==> config.mk <==
export PLATFORM = sky130hd
export DESIGN_NAME = bram_port_arbiter
export DESIGN_NICKNAME = d
export VERILOG_FILES = /design/src/rtl/bram_port_arb_pkg.sv /design/src/rtl/bram_port_arbiter_rr_arbiter.sv /design/src/rtl/bram_port_arbiter.sv
export SDC_FILE = /design/constraint.sdc
export NUM_CORES = 1
export LEC_CHECK = 0
export ABC_AREA = 1
export BUFFER_PORTS_ARGS = -buffer_cell sky130_fd_sc_hd__buf_4
export CORE_AREA = 2 2 220 222
export DETAILED_ROUTE_END_ITERATION = 12
export DIE_AREA = 0 0 222 224
export MAX_ROUTING_LAYER = met4
export PLACE_DENSITY = 0.41
export SLEW_MARGIN = 10
export SYNTH_ARGS = -nofsm -noshare
export SYNTH_HDL_FRONTEND = slang
export SYNTH_SLANG_ARGS = --single-unit
==> constraint.sdc <==
create_clock -name clk -period 7.2 [get_ports clk]
set_input_delay 1.44 -clock clk [delete_from_list [all_inputs] [get_ports clk]]
set_output_delay 1.44 -clock clk [all_outputs]
set_load 0.03 [all_outputs]
==> src/rtl/bram_port_arb_pkg.sv <==
// Shared helpers for bram_port_arbiter: ID width, one-hot/index conversion and
// round-robin pointer wrap.
package bram_port_arb_pkg;

  localparam int MAX_REQ = 64;

  typedef logic [MAX_REQ-1:0] req_vec_t;

  function automatic int idw(input int n);
    return (n > 1) ? $clog2(n) : 1;
  endfunction

  function automatic int onehot_to_idx(input req_vec_t oh);
    int idx;
    idx = 0;
    for (int i = 0; i < MAX_REQ; i++) begin
      if (oh[i]) idx = i;
    end
    return idx;
  endfunction

  function automatic int ptr_wrap(input int idx, input int n);
    return (idx + 1 >= n) ? 0 : idx + 1;
  endfunction

endpackage

==> src/rtl/bram_port_arbiter_rr_arbiter.sv <==
// Round-robin arbiter: combinational one-hot grant searched from ptr_q upward,
// pointer moves to one past the winner. N=1 degenerates to gnt = req.
module rr_arbiter
  import bram_port_arb_pkg::*;
#(
  parameter int N = 4,
  localparam int IW = idw(N)
) (
  input  logic          clk,
  input  logic          rst,
  input  logic [N-1:0]  req_i,
  output logic [N-1:0]  gnt_o,
  output logic [IW-1:0] gnt_idx_o
);

  if (N == 1) begin : g_single
    assign gnt_o     = req_i;
    assign gnt_idx_o = '0;
  end else begin : g_rr
    logic [IW-1:0] ptr_q;
    logic [IW-1:0] k;
    logic          found;
    req_vec_t      gnt_ext;

    always_comb begin
      gnt_o = '0;
      found = 1'b0;
      k     = '0;
      for (int i = 0; i < N; i++) begin
        k = IW'((int'(ptr_q) + i) % N);
        if (!found && req_i[k]) begin
          gnt_o[k] = 1'b1;
          found    = 1'b1;
        end
      end
    end

    always_comb begin
      gnt_ext          = '0;
      gnt_ext[N-1:0]   = gnt_o;
      gnt_idx_o        = IW'(onehot_to_idx(gnt_ext));
    end

    always_ff @(posedge clk or posedge rst) begin
      if (rst) begin
        ptr_q <= '0;
      end else if (|gnt_o) begin
        ptr_q <= IW'(ptr_wrap(int'(gnt_idx_o), N));
      end
    end
  end

endmodule

==> src/rtl/bram_port_arbiter.sv <==
// Shares one simple-dual-port bram between N_REQ requesters with independent
// round-robin write/read arbitration. Optional same-cycle RAW bypass: BRAM_PORT_ARB_RAW_BYPASS_EN.
module bram_port_arbiter
  import bram_port_arb_pkg::*;
#(
  parameter int N_REQ      = 4,
  parameter int BRAM_DEPTH = 1024,
  parameter int BRAM_W     = 64,
  localparam int AW  = $clog2(BRAM_DEPTH),
  localparam int IDW = idw(N_REQ)
) (
  input  logic                  clk,
  input  logic                  rst,
  input  logic [N_REQ-1:0]      wr_req_i,
  input  logic [N_REQ*AW-1:0]   wr_addr_i,
  input  logic [N_REQ*BRAM_W-1:0] wr_data_i,
  output logic [N_REQ-1:0]      wr_gnt_o,
  input  logic [N_REQ-1:0]      rd_req_i,
  input  logic [N_REQ*AW-1:0]   rd_addr_i,
  output logic [N_REQ-1:0]      rd_gnt_o,
  output logic                  rd_vld_o,
  output logic [IDW-1:0]        rd_id_o,
  output logic [BRAM_W-1:0]     rd_data_o,
  output logic                  bram_wen_o,
  output logic [AW-1:0]         bram_waddr_o,
  output logic [BRAM_W-1:0]     bram_wdata_o,
  output logic [AW-1:0]         bram_raddr_o,
  input  logic [BRAM_W-1:0]     bram_rdata_i
);

  logic [IDW-1:0] wr_idx;
  logic [IDW-1:0] rd_idx;
  logic           rd_vld_p1;
  logic [IDW-1:0] rd_id_p1;

  rr_arbiter #(.N(N_REQ)) u_wr_arb (
    .clk       (clk),
    .rst       (rst),
    .req_i     (wr_req_i),
    .gnt_o     (wr_gnt_o),
    .gnt_idx_o (wr_idx)
  );

  rr_arbiter #(.N(N_REQ)) u_rd_arb (
    .clk       (clk),
    .rst       (rst),
    .req_i     (rd_req_i),
    .gnt_o     (rd_gnt_o),
    .gnt_idx_o (rd_idx)
  );

  // Stage p0: grant-selected request drives the bram ports
  always_comb begin
    bram_wen_o   = |wr_gnt_o;
    bram_waddr_o = '0;
    bram_wdata_o = '0;
    bram_raddr_o = '0;
    if (|wr_gnt_o) begin
      bram_waddr_o = wr_addr_i[int'(wr_idx)*AW +: AW];
      bram_wdata_o = wr_data_i[int'(wr_idx)*BRAM_W +: BRAM_W];
    end
    if (|rd_gnt_o) begin
      bram_raddr_o = rd_addr_i[int'(rd_idx)*AW +: AW];
    end
  end

  // Stage p1: response tag aligned with the bram's registered read data
  always_ff @(posedge clk or posedge rst) begin
    if (rst) begin
      rd_vld_p1 <= 1'b0;
      rd_id_p1  <= '0;
    end else begin
      rd_vld_p1 <= |rd_gnt_o;
      rd_id_p1  <= rd_idx;
    end
  end

  assign rd_vld_o = rd_vld_p1;
  assign rd_id_o  = rd_id_p1;

`ifdef BRAM_PORT_ARB_RAW_BYPASS_EN
  logic              raw_hit_q;
  logic [BRAM_W-1:0] raw_wdata_p1;

  always_ff @(posedge clk or posedge rst) begin
    if (rst) begin
      raw_hit_q <= 1'b0;
    end else begin
      raw_hit_q <= (|wr_gnt_o) && (|rd_gnt_o) && (bram_waddr_o == bram_raddr_o);
    end
  end

  // Data register carries no reset; raw_hit_q alone qualifies it
  always_ff @(posedge clk) begin
    raw_wdata_p1 <= bram_wdata_o;
  end

  assign rd_data_o = raw_hit_q ? raw_wdata_p1 : bram_rdata_i;
`else
  assign rd_data_o = bram_rdata_i;
`endif

endmodule

**Yosys cells after proc, flatten, opt, wreduce, memory -nomap -nowiden**

Index checks and enable logic that the tools add are counted.

- Word-level logic and storage cells: 120
- Register bits: 7
- Input bits: 410
- Output and inout port bits: 160

- Muxes and demuxes: 57
- Multipliers: 2
- Bitwise gates (word level): 6
- Magnitude comparators: 18
- Shifts and indexed selects: 3
- Reductions and logical operators: 22
- Add/subtract/negate cells: 8

Operators with widths:

| cell | count |
|---|---|
| variable part select 256 x 9 -> 64 bit | 1 |
| variable part select 40 x 7 -> 10 bit | 2 |
| two-way mux 64 bit | 1 |
| two-way mux 4 bit | 8 |
| < comparator 2 x 3 -> 1 bit (second input constant) | 8 |
| two-way mux 1 bit | 24 |
| bitwise OR 4 bit | 6 |
| two-way mux 10 bit | 2 |
| binary-select mux 1 bit (select 2 bit) | 8 |
| demux 1 bit (select 2 bit) | 8 |
| greater-or-equal comparator 2 x 1 -> 1 bit (second input constant) | 8 |
| logical AND 1 bit | 14 |
| two-way mux 2 bit | 6 |
| multiplier 2 x 3 -> 5 bit (second input constant) | 2 |
| adder 2 bit (second input constant) | 4 |
| OR reduction 4 bit | 2 |
| adder 2 x 1 -> 3 bit (second input constant) | 2 |
| greater-or-equal comparator 3 bit (second input constant) | 2 |
| zero test 1 bit | 6 |
| adder 2 x 1 -> 2 bit (second input constant) | 2 |

**Logic depth before layout (Yosys ltp)**

Gate-level depths: netlist of the first run.

- Word-level depth: 18
- Gate-level depth with buffers: 18
- Depth with buffers taken out: 15

**Cells and area by module**

Synthesis of the first run repeated with hierarchy kept, for this count alone.

- Cells, all modules: 1252
- Area, all modules: 6436.2 sq um

Modules (own cells, without submodules):

| module | cells each | seq. area each (sq um) | times used | area an instance (sq um) |
|---|---|---|---|---|
| bram_port_arbiter | 1069 | 75.1 | 1 | 5268.8 |
| rr_arbiter (u_rd_arb) | 93 | 50.0 | 1 | 601.8 |
| rr_arbiter (u_wr_arb) | 90 | 50.0 | 1 | 565.5 |

**Worst setup path before layout of the first run**

OpenSTA, ideal clock, no wires.

- Path kind: input port to output port
- Start point: in wr_req_i[3]
- End point: out bram_wdata_o[10]
- Arrival: 3.363 ns
- Path slack: 2.397 ns
- Required time: 5.760 ns
- Stages: 13
- Path buffers: 2
- Cell sequence: nand2_1 > nand3_4 > nand2_4 > nand2_4 > nor2_4 > nand2_2 > nand3_2 > nor2_2 > nand3_2 > inv_2 > buf_4 > buf_4 > a21oi_1

- Elaborated cells between the ends (all ways): 30
- Classes of those cells: 1 x shift; 19 x mux; 3 x bitwise; 7 x reduce/logical

RTL lines:

| element | RTL line | text |
|---|---|---|
| start, declared | bram_port_arbiter.sv:14 | `input logic [N_REQ-1:0] wr_req_i,` |
| binary-select mux 1 bit (select 2 bit) | bram_port_arbiter_rr_arbiter.sv:31 | `if (!found && req_i[k]) begin` |
| two-way mux 1 bit (not written as such) | bram_port_arbiter_rr_arbiter.sv:31 |  |
| two-way mux 1 bit | bram_port_arbiter_rr_arbiter.sv:31 |  |
| zero test 1 bit | bram_port_arbiter_rr_arbiter.sv:31 |  |
| logical AND 1 bit | bram_port_arbiter_rr_arbiter.sv:31 |  |
| two-way mux 1 bit | bram_port_arbiter_rr_arbiter.sv:31 |  |
| zero test 1 bit | bram_port_arbiter_rr_arbiter.sv:31 |  |
| logical AND 1 bit | bram_port_arbiter_rr_arbiter.sv:31 |  |
| two-way mux 1 bit | bram_port_arbiter_rr_arbiter.sv:31 |  |
| zero test 1 bit | bram_port_arbiter_rr_arbiter.sv:31 |  |
| logical AND 1 bit | bram_port_arbiter_rr_arbiter.sv:31 |  |
| two-way mux 4 bit * | bram_port_arbiter_rr_arbiter.sv:31 |  |
| named net wr_gnt_o[3] | bram_port_arbiter.sv:17 | `output logic [N_REQ-1:0] wr_gnt_o,` |
| OR reduction 4 bit * | -- |  |
| named net bram_wen_o | bram_port_arbiter.sv:24 | `output logic bram_wen_o,` |
| two-way mux 64 bit * | bram_port_arbiter.sv:58 | `if (\|wr_gnt_o) begin` |
| end, declared | bram_port_arbiter.sv:26 | `output logic [BRAM_W-1:0] bram_wdata_o,` |

The timed path passes the listed nets; every way through them passes the cells marked *. The select of a mux whose other input is x is not followed.

**Worst setup path in the final report of the first run**

- Start point: in wr_req_i[3]
- End point: out bram_wdata_o[17]

- Word-level cells in the longest chain between the ends: 17
- Elaborated cells between the ends (all ways): 30
- Classes of those cells: 1 x shift; 19 x mux; 3 x bitwise; 7 x reduce/logical

RTL lines:

| element | RTL line | text |
|---|---|---|
| binary-select mux 1 bit (select 2 bit) | bram_port_arbiter_rr_arbiter.sv:31 |  |
| two-way mux 1 bit (not written as such) | bram_port_arbiter_rr_arbiter.sv:31 |  |
| two-way mux 1 bit | bram_port_arbiter_rr_arbiter.sv:31 |  |
| zero test 1 bit | bram_port_arbiter_rr_arbiter.sv:31 |  |
| logical AND 1 bit | bram_port_arbiter_rr_arbiter.sv:31 |  |
| two-way mux 1 bit | bram_port_arbiter_rr_arbiter.sv:31 |  |
| zero test 1 bit | bram_port_arbiter_rr_arbiter.sv:31 |  |
| logical AND 1 bit | bram_port_arbiter_rr_arbiter.sv:31 |  |
| two-way mux 1 bit | bram_port_arbiter_rr_arbiter.sv:31 |  |
| zero test 1 bit | bram_port_arbiter_rr_arbiter.sv:31 |  |
| logical AND 1 bit | bram_port_arbiter_rr_arbiter.sv:31 |  |
| two-way mux 4 bit * | bram_port_arbiter_rr_arbiter.sv:31 |  |
| two-way mux 1 bit | bram_port_arb_pkg.sv:17 | `if (oh[i]) idx = i;` |
| two-way mux 2 bit (2 in series) | bram_port_arb_pkg.sv:17 |  |
| variable part select 256 x 9 -> 64 bit | bram_port_arbiter.sv:60 | `bram_wdata_o = wr_data_i[int'(wr_idx)*BRAM_W +: BRAM_W];` |
| two-way mux 64 bit * | bram_port_arbiter.sv:58 |  |

Mark *: on every way between the ends. The rest lies on a longest branch, timed or not. The select of a mux whose other input is x is not followed.

==> results of run 1 <==
## worst max-delay path by stage
stage	to	start	cells past startpoint
final	bram_wdata_o[17]	wr_req_i[3]	14
after floorplan	bram_wdata_o[10]	wr_req_i[3]	13
after global routing	bram_waddr_o[9]	wr_req_i[3]	14
after detailed placement	bram_wdata_o[17]	wr_req_i[3]	14
after global placement	bram_wdata_o[17]	wr_req_i[3]	14
after CTS	bram_wdata_o[17]	wr_req_i[3]	14
## flip-flops by register name, summed over array words and instances, names as in the netlist
| signal | cells |
|---|---|
| u_wr_arb.g_rr.ptr_q | 2 |
| u_rd_arb.g_rr.ptr_q | 2 |
| rd_id_o | 2 |
| rd_vld_o | 1 |
## layer usage
layer	GRT usage, %	share of wire (%)	vias up
li1	-	-	4416
met2	22.9	47	432
met5	-	0	-
met4	2.83	2.1	0
met3	4.21	9.3	40
met1	16.4	42	3979
## synth_stat cells
library cell and number:
nand2_4 3, clkinv_1 1, and3_1 1, nand3_4 1
nand2_1 325, nor2_4 2, clkbuf_1 10, nand3_2 8
ha_1 13, nor2_1 260, inv_2 5, a21oi_1 169
o21ai_0 2, buf_6 15, buf_1 1, inv_1 197
buf_4 80, buf_2 39, dfrtp_1 7, nand2_2 5
nand3_1 121, inv_4 1, nor2_2 5, o21bai_1 2
## final cells by class
| type | count | area share [%] |
|---|---|---|
| inverter | 204 | 8.28 |
| tap | 615 | 8.28 |
| timing repair buffer | 451 | 36.6 |
| clock buffer | 4 | 0.848 |
| multi-input combinational | 917 | 44.1 |
| antenna | 2 | 0.0539 |
| sequential | 7 | 1.89 |
## through the flow
stage	instances	worst slack [ps]	hold slack, ps
final	2200	996	707
after global routing	2200	679	783
after CTS	2198	899	712
after detailed placement	2194	901	706
after global placement	2194	971	707
after floorplan	1273	2400	629
## kinds of logic (layout without fill, tap and decap cells)
| kind of cell | after synthesis | count (layout) | synth area share [%] |
|---|---|---|---|
| fa+ha+maj | 13 | 13 | 2.71 |
| other cells | 0 | 2 | 0 |
| flops | 7 | 7 | 2.92 |
| simple gates | 731 | 731 | 50.3 |
| buf+inv | 349 | 659 | 29.5 |
| compound gates | 173 | 173 | 14.5 |
## critical path: cells and delay by family
family | cells | cell delay, ps
buffers and inverters | 2 | 300
AOI/OAI and AO/OA | 1 | 190
and+or+nand+nor | 11 | 2760
==> metrics, run 1 <==
placed cell areas 9210 um2; Max FO, Critical Path 75; post-route ant nets 0; delay of the slowest critical-path stage around 750 ps; total routed wirelength about 36 mm; fraction of layout cells with a size suffix above 1 a little under a third; sequential area share after synthesis under 10%; Die Area about 50000 um2; worst path required time approximately 5800 ps; area leader, netlist nand2_1; Post-CTS Setup Bufs 0; worst reg-to-reg setup slack between 3000 and 4000 ps; Critical Path Most Common Cell nand2_1; CP max-delay cell nand2_4; GPL Wtd Cong ~0.91; worst path arrival time about 4800 ps; Hold WC Path Type flip-flop to flip-flop; Period minus WS final around 6200 ps; synthesized area between 6000 and 7000 um2; final hold viol count 0; Layout Utilization between 10% and 20%; pin count of the biggest net entering global routing 76; worst min-delay path startpoint u_rd_arb.g_rr.ptr_q[1]$_DFFE_PP0P_; Slew HR about 28%; WL/cell ~16 um; Slew Viols, Final 0; number of detailed-route iterations in the first pass 5; top-area cell type share of the netlist area between 20% and 30%; Clock Sinks 7; cell count after synthesis about 1300; I/O Pins 570; row count 80; DRC 0; cts repair resizes 0; syn_nets around 1700; Post-Syn Area per Cell 4.72 um2; post-route design area between 9000 and 10000 um2; TritonCTS Buffers 3; global route overflow 0; Critical R2R Launch u_wr_arb.g_rr.ptr_q[1]$_DFFE_PP0P_; crit start category primary input; first-pass GRT wire length around 52 mm; critical path endpoint category output port; slew of the pin with the lowest slew margin 1080 ps; Worst Hold Depth 2; skew final 2.31 ps; CP Class primary input to output port; hold buffers post-CTS 0; Min-Delay Endpoint u_rd_arb.g_rr.ptr_q[1]$_DFFE_PP0P_; CTS tree built; Setup TNS Final 0 ps; Layout Nets about 2000; port bufs approximately 440; FF+latch count, synth 7; Total GRT Usage between 10% and 20%; R2R Path End u_wr_arb.g_rr.ptr_q[0]$_DFFE_PP0P_; CTS Root Cell clkbuf_16; Critical Path, Cell by Cell buf_4, nand2_1, nand3_1, nand2_1, nand2_1, nor2_4, nand2_1, nand3_4, nand2_4, nand2_4, nand2_1, nand2_1, a21oi_1, buf_4; drt first-iter violations about 500; Max Fclk roughly 160 MHz; CTS H-tree lvls 1; clock latency on the worst-skew pair between 200 and 250 ps; synth warn 0; number of setup violations in the final report 0; cell count of the worst reg-to-reg path 13; RSZ-0062 raised after global routing no; Area Overhead vs Synth 54.7%; sequential cell area 175 um2; post-DP HPWL between 20 and 30 mm; Initial Util roughly an eighth; commonest non-fill, non-tap cell in the layout buf_4; core area roughly 47000 um2; initial antenna violation count 2; most frequent cells in the layout 450 x buf_4, 324 x nand2_1, 259 x nor2_1; number of global-route vias before repair ~8900; Max Cap Viol 0; outcome finished, final reports clean; ranking of synthesized cells by area nand2_1 20%, nor2_1 16%, a21oi_1 14%, inv_1 12%, nand3_1 10%; Clock Path Buffers 2; post-synth cell types 24; area of the multi-input gates about 4100 um2; fillcell total about 5600; Clock Pin Slew Worst Setup and Hold Paths roughly 40 ps; Die Ht 224 um; Die X-Extent approximately 220 um; period utilization a little under nine tenths; via count between 8000 and 9000; number of vias per cell a little over 4
Power of run 1 is not shown: default switching activity piles up to over one toggle a cycle in this logic, so the estimate is an artifact.
==> inputs of run 2 (changes only) <==
--- a/config.mk
+++ b/config.mk
@@ -11,7 +11,7 @@
 export DETAILED_ROUTE_END_ITERATION = 12
 export DIE_AREA = 0 0 222 224
 export MAX_ROUTING_LAYER = met4
-export PLACE_DENSITY = 0.41
+export PLACE_DENSITY = 0.39
 export SLEW_MARGIN = 10
 export SYNTH_ARGS = -nofsm -noshare
 export SYNTH_HDL_FRONTEND = slang
==> constraint.sdc (replaced) <==
create_clock -name clk -period 7.5 [get_ports clk]
set_input_delay 1.5 -clock clk [delete_from_list [all_inputs] [get_ports clk]]
set_output_delay 1.5 -clock clk [all_outputs]
set_load 0.03 [all_outputs]
==> run 2 against run 1 <==
Net effect: cell count up 0.27%; routed wire length up 2.6%; non-clock buffer count up 4; design area up 0.24%; utilization about the same; sequential share of layout area about the same; critical path depth up 1; die area unchanged; highest routed layer unchanged; setup slack better by 400 ps; flip-flop and latch count unchanged; count of clock-buffer cells in the layout unchanged.
==> metrics, run 2 (synthesis gave the netlist of run 1 again) <==
Period minus WS final around 6100 ps; CTS tree built; Clock Path Buffers 2 (unchanged); RSZ-0062 raised after global routing no; Post-CTS Setup Bufs 0 (unchanged); GPL Wtd Cong 0.883 (-3.3%); Die X-Extent 222 um (unchanged); first-pass GRT wire length 53.0 mm (+1.9%); period utilization 81.3%; row count 80 (unchanged); core area 47300 um2 (unchanged); DRC 0 (unchanged); number of global-route vias before repair 8739 (-1.4%); Layout Nets 2011 (+0.20%); initial antenna violation count 5 (+3); Slew Viols, Final 0 (unchanged); commonest non-fill, non-tap cell in the layout buf_4; Max Cap Viol 0 (unchanged); slew of the pin with the lowest slew margin 957 ps (-123 ps); Worst Hold Depth 2 (unchanged); drt first-iter violations 495 (-0.80%); CTS Root Cell clkbuf_16; crit start category primary input; fraction of layout cells with a size suffix above 1 30.9% (+0.17 points); worst setup margin 1400 ps (+404 ps); fillcell total 5657 (+0.68%); Initial Util 12.7% (unchanged); worst path arrival time 4600 ps (-160 ps); CP Class primary input to output port; worst path required time 6000 ps (+240 ps); hold buffers post-CTS 0 (unchanged); Setup TNS Final 0 ps (unchanged); WL/cell 16.5 um (+2.3%); via count 8826 (-0.46%); Max FO, Critical Path 59 (-21%); Area Overhead vs Synth 55.1%; outcome finished, final reports clean; most frequent cells in the layout 455 x buf_4, 324 x nand2_1, 259 x nor2_1; CTS H-tree lvls 1 (unchanged); number of detailed-route iterations in the first pass 5 (unchanged); post-DP HPWL 28.6 mm (+7.5%); clock latency on the worst-skew pair 230 ps (about the same); cell count of the worst reg-to-reg path 14 (+1); Total GRT Usage 14.2% (+0.37 points); post-route ant nets 0 (unchanged); Layout Utilization 19.7% (+0.048 points); Die Ht 224 um (unchanged); TritonCTS Buffers 3 (unchanged); Slew HR 36.1% (+8.1 points); area of the multi-input gates 4100 um2 (unchanged); cts repair resizes 0 (unchanged); Die Area 49700 um2 (unchanged); global route overflow 0 (unchanged); post-place setup slack 1280 ps (+378 ps); final hold viol count 0 (unchanged); Hold WC Path Type flip-flop to flip-flop; Max Fclk roughly 160 MHz; skew final 2.51 ps (+0.205 ps); number of setup violations in the final report 0 (unchanged); total routed wirelength 36.5 mm (+2.6%); I/O Pins 570 (unchanged); sequential cell area 175 um2 (unchanged); number of vias per cell 4.00 (-0.73%); Clock Pin Slew Worst Setup and Hold Paths 40 ps (about the same); port bufs 441 (unchanged); Clock Sinks 7 (unchanged); critical path endpoint category output port; pin count of the biggest net entering global routing 60 (-21%)
-- run 2: cell types whose count changed in the layout (fill, tap and decap cells not counted), sizes merged --
cell / change
buf: +4
diode: +2
-- run 2: path summary, 6_finish.rpt --
check                                              startpoint                                  to  slack (ps)
setup / recovery                                  wr_req_i[1]                    bram_wdata_o[44]        1400
hold / removal             u_rd_arb.g_rr.ptr_q[1]$_DFFE_PP0P_  u_rd_arb.g_rr.ptr_q[1]$_DFFE_PP0P_         720
setup reg to reg           u_wr_arb.g_rr.ptr_q[0]$_DFFE_PP0P_  u_wr_arb.g_rr.ptr_q[0]$_DFFE_PP0P_        3850
hold reg to reg            u_rd_arb.g_rr.ptr_q[1]$_DFFE_PP0P_  u_rd_arb.g_rr.ptr_q[1]$_DFFE_PP0P_         720
max in group asynchronous                                 rst  u_rd_arb.g_rr.ptr_q[0]$_DFFE_PP0P_        6070
min in group asynchronous                                 rst                rd_id_o[0]$_DFF_PP0_        1210
-- run 2: routing by layer --
metal	global-route usage (%)	vias up	share of wire (%)
met1	17.0	3983	42
met5	-	-	0
met3	3.67	24	8.1
met2	24.2	394	48
met4	2.07	0	1.3
li1	-	4425	-
-- run 2: cell type report --
class | instances | share of cell area (%)
multi-input cells | 917 | 44.0
repair buffers | 455 | 36.7
inverters | 204 | 8.26
well taps | 615 | 8.26
flip-flops and latches | 7 | 1.88
clock buffers | 4 | 0.846
diodes | 4 | 0.107
-- run 2: critical path: stages --
cell and delay (ps):
buf_4 120, nand2_1 110, nand3_2 160, nand2_4 140, nand3_1 80, nand2_1 140
clkinv_1 90, nand3_2 140, clkinv_2 460, nand2_4 830, buf_4 370, nor2_1 60
nand2_1 90, a21oi_1 70, buf_4 220
-- run 2: through the flow --
step                cells  cell area, um2  hold slack, ps
CTS                  2202            9300             726
detailed placement   2198            9230             720
finish               2206            9310             718
floorplan            1273            6010             629
global placement     2198            9230             707
global route         2206            9310             780
Power of run 2 is left out for the same reason.
==> inputs of run 3 (changes only) <==
--- a/config.mk
+++ b/config.mk
@@ -11,7 +11,7 @@
 export DETAILED_ROUTE_END_ITERATION = 12
 export DIE_AREA = 0 0 222 224
 export MAX_ROUTING_LAYER = met4
-export PLACE_DENSITY = 0.39
+export PLACE_DENSITY = 0.41
 export SLEW_MARGIN = 10
 export SYNTH_ARGS = -nofsm -noshare
 export SYNTH_HDL_FRONTEND = slang
==> constraint.sdc (replaced) <==
create_clock -name clk -period 5.4 [get_ports clk]
set_input_delay 1.08 -clock clk [delete_from_list [all_inputs] [get_ports clk]]
set_output_delay 1.08 -clock clk [all_outputs]
set_load 0.03 [all_outputs]
==> run 3 against run 2 <==
Net effect: non-clock buffer count up 1; routed wire length down 5.7%; flip-flop and latch count unchanged; via count down 0.19%; design area up 0.97%; critical path type is now flip-flop to output port.
==> metrics, run 3 (synthesis gave the netlist of run 1 again) <==
Max Cap Viol 0 (unchanged); CTS H-tree lvls 1 (unchanged); Setup TNS Final 0 ps (unchanged); Area Overhead vs Synth 56.6%; WL/cell 15.6 um (-5.7%); CP Class flip-flop to output port; Max FO, Critical Path 43 (-27%); period utilization a little under nine tenths; DRC 0 (unchanged); post-DP HPWL 26.5 mm (-7.4%); skew final 2.20 ps (-0.314 ps); hold buffers post-CTS 0 (unchanged); post-route ant nets 0 (unchanged); final hold viol count 0 (unchanged); post-place setup slack 796 ps (-484 ps); Critical Path, Cell by Cell inv_4, ha_1, inv_1, nand3_1, nand2_1, nand3_1, nand2_1, clkinv_1, nand3_2, nor2_4, nand3_2, inv_2, buf_12, a21oi_1, buf_4; Buffers & Inverters on Critical Path 6 (+1); CP max-delay cell dfrtp_1; pin count of the biggest net entering global routing 76 (+27%); commonest non-fill, non-tap cell in the layout buf_4; Slew HR 32.0% (-4.2 points); port bufs 441 (unchanged); number of vias per cell 4.00 (-0.15%); Clock Sinks 7 (unchanged); Die X-Extent 222 um (unchanged); drt first-iter violations 485 (-2.0%); outcome finished, final reports clean; Initial Util 12.7% (unchanged); global route overflow 0 (unchanged); Die Area 49700 um2 (unchanged); worst path required time 4320 ps (-1680 ps); row count 80 (unchanged); worst setup margin 739 ps (-661 ps); fraction of layout cells with a size suffix above 1 30.9% (+0.044 points); GPL Wtd Cong 0.919 (+4.1%); first-pass GRT wire length 50.7 mm (-4.4%); Total GRT Usage 13.4% (-0.77 points); Crit path max-delay family buffers and inverters; delay of the slowest critical-path stage 630 ps (-200 ps); RSZ-0062 raised after global routing no; TritonCTS Buffers 3 (unchanged); CTS tree built; worst reg-to-reg setup slack 2280 ps (-1570 ps); Layout Nets 2012 (+0.050%); WHS 713 ps (-4.93 ps); initial antenna violation count 2 (-3); core area 47300 um2 (unchanged); CTS Root Cell clkbuf_16; number of setup violations in the final report 0 (unchanged); slew of the pin with the lowest slew margin 1020 ps (+64.1 ps); via count 8809 (-0.19%); clock latency on the worst-skew pair 230 ps (about the same); Post-CTS Setup Bufs 0 (unchanged); Clock Path Buffers 2 (unchanged); Slew Viols, Final 0 (unchanged); Hold WC Path Type flip-flop to flip-flop; cts repair resizes 0 (unchanged); number of global-route vias before repair 8798 (+0.68%); Period minus WS final 4660 ps; crit start category flip-flop; critical path endpoint category output port; total routed wirelength 34.4 mm (-5.7%); I/O Pins 570 (unchanged); number of detailed-route iterations in the first pass 5 (unchanged); Clock Pin Slew Worst Setup and Hold Paths 40 ps (about the same); Max Fclk approximately 210 MHz; worst path arrival time 3580 ps (-1020 ps); most frequent cells in the layout 449 x buf_4, 324 x nand2_1, 259 x nor2_1; Die Ht 224 um (unchanged)
run 3: cell type report:
cell class              count  area [um2]
repair buffers            456        3510
multi-input cells         917        4100
well taps                 615         769
inverters                 204         769
clock buffers               4        78.8
flip-flops and latches      7         175
diodes                      2        5.00
fillers                  5611       37900
run 3: layer usage:
| layer | vias to the layer above | GRT usage, % | part of all wire (%) | routed length, um |
|---|---|---|---|---|
| met5 | - | - | 0 | 0 |
| met4 | 0 | 2.68 | 2.1 | 725 |
| met3 | 36 | 3.38 | 8.0 | 2760 |
| met2 | 416 | 22.3 | 46 | 15800 |
| met1 | 3935 | 16.3 | 44 | 15100 |
| li1 | 4422 | - | - | - |
run 3: path summary, 6_finish.rpt:
kind,from,end,depth (start not counted)
min reg2reg,u_rd_arb.g_rr.ptr_q[1]$_DFFE_PP0P_,u_rd_arb.g_rr.ptr_q[1]$_DFFE_PP0P_,2
min in group asynchronous,rst,rd_vld_o$_DFF_PP0_,2
max reg2reg,u_rd_arb.g_rr.ptr_q[0]$_DFFE_PP0P_,u_rd_arb.g_rr.ptr_q[0]$_DFFE_PP0P_,13
max in group asynchronous,rst,u_rd_arb.g_rr.ptr_q[0]$_DFFE_PP0P_,2
min,u_rd_arb.g_rr.ptr_q[1]$_DFFE_PP0P_,u_rd_arb.g_rr.ptr_q[1]$_DFFE_PP0P_,2
max,u_wr_arb.g_rr.ptr_q[0]$_DFFE_PP0P_,bram_wdata_o[35],15
run 3: per-stage QoR:
step	area, um2	instances	util [%]
floorplan	6010	1273	-
detailed placement	9320	2199	19.7
CTS	9400	2203	19.9
global route	9400	2205	19.9
finish	9400	2205	19.9
global placement	9320	2199	19.7
run 3: worst register-to-register path, stage by stage, from the launching register on:
cell and delay (ps):
dfrtp_1 610, inv_2 180, ha_1 380, inv_1 120, nand3_1 80, nand2_1 80
nand2_1 100, nor2_2 210, nand2_1 280, nand3_2 220, inv_2 130, nand2_1 380
o21bai_1 180, inv_1 50
Power of run 3 is left out for the same reason.
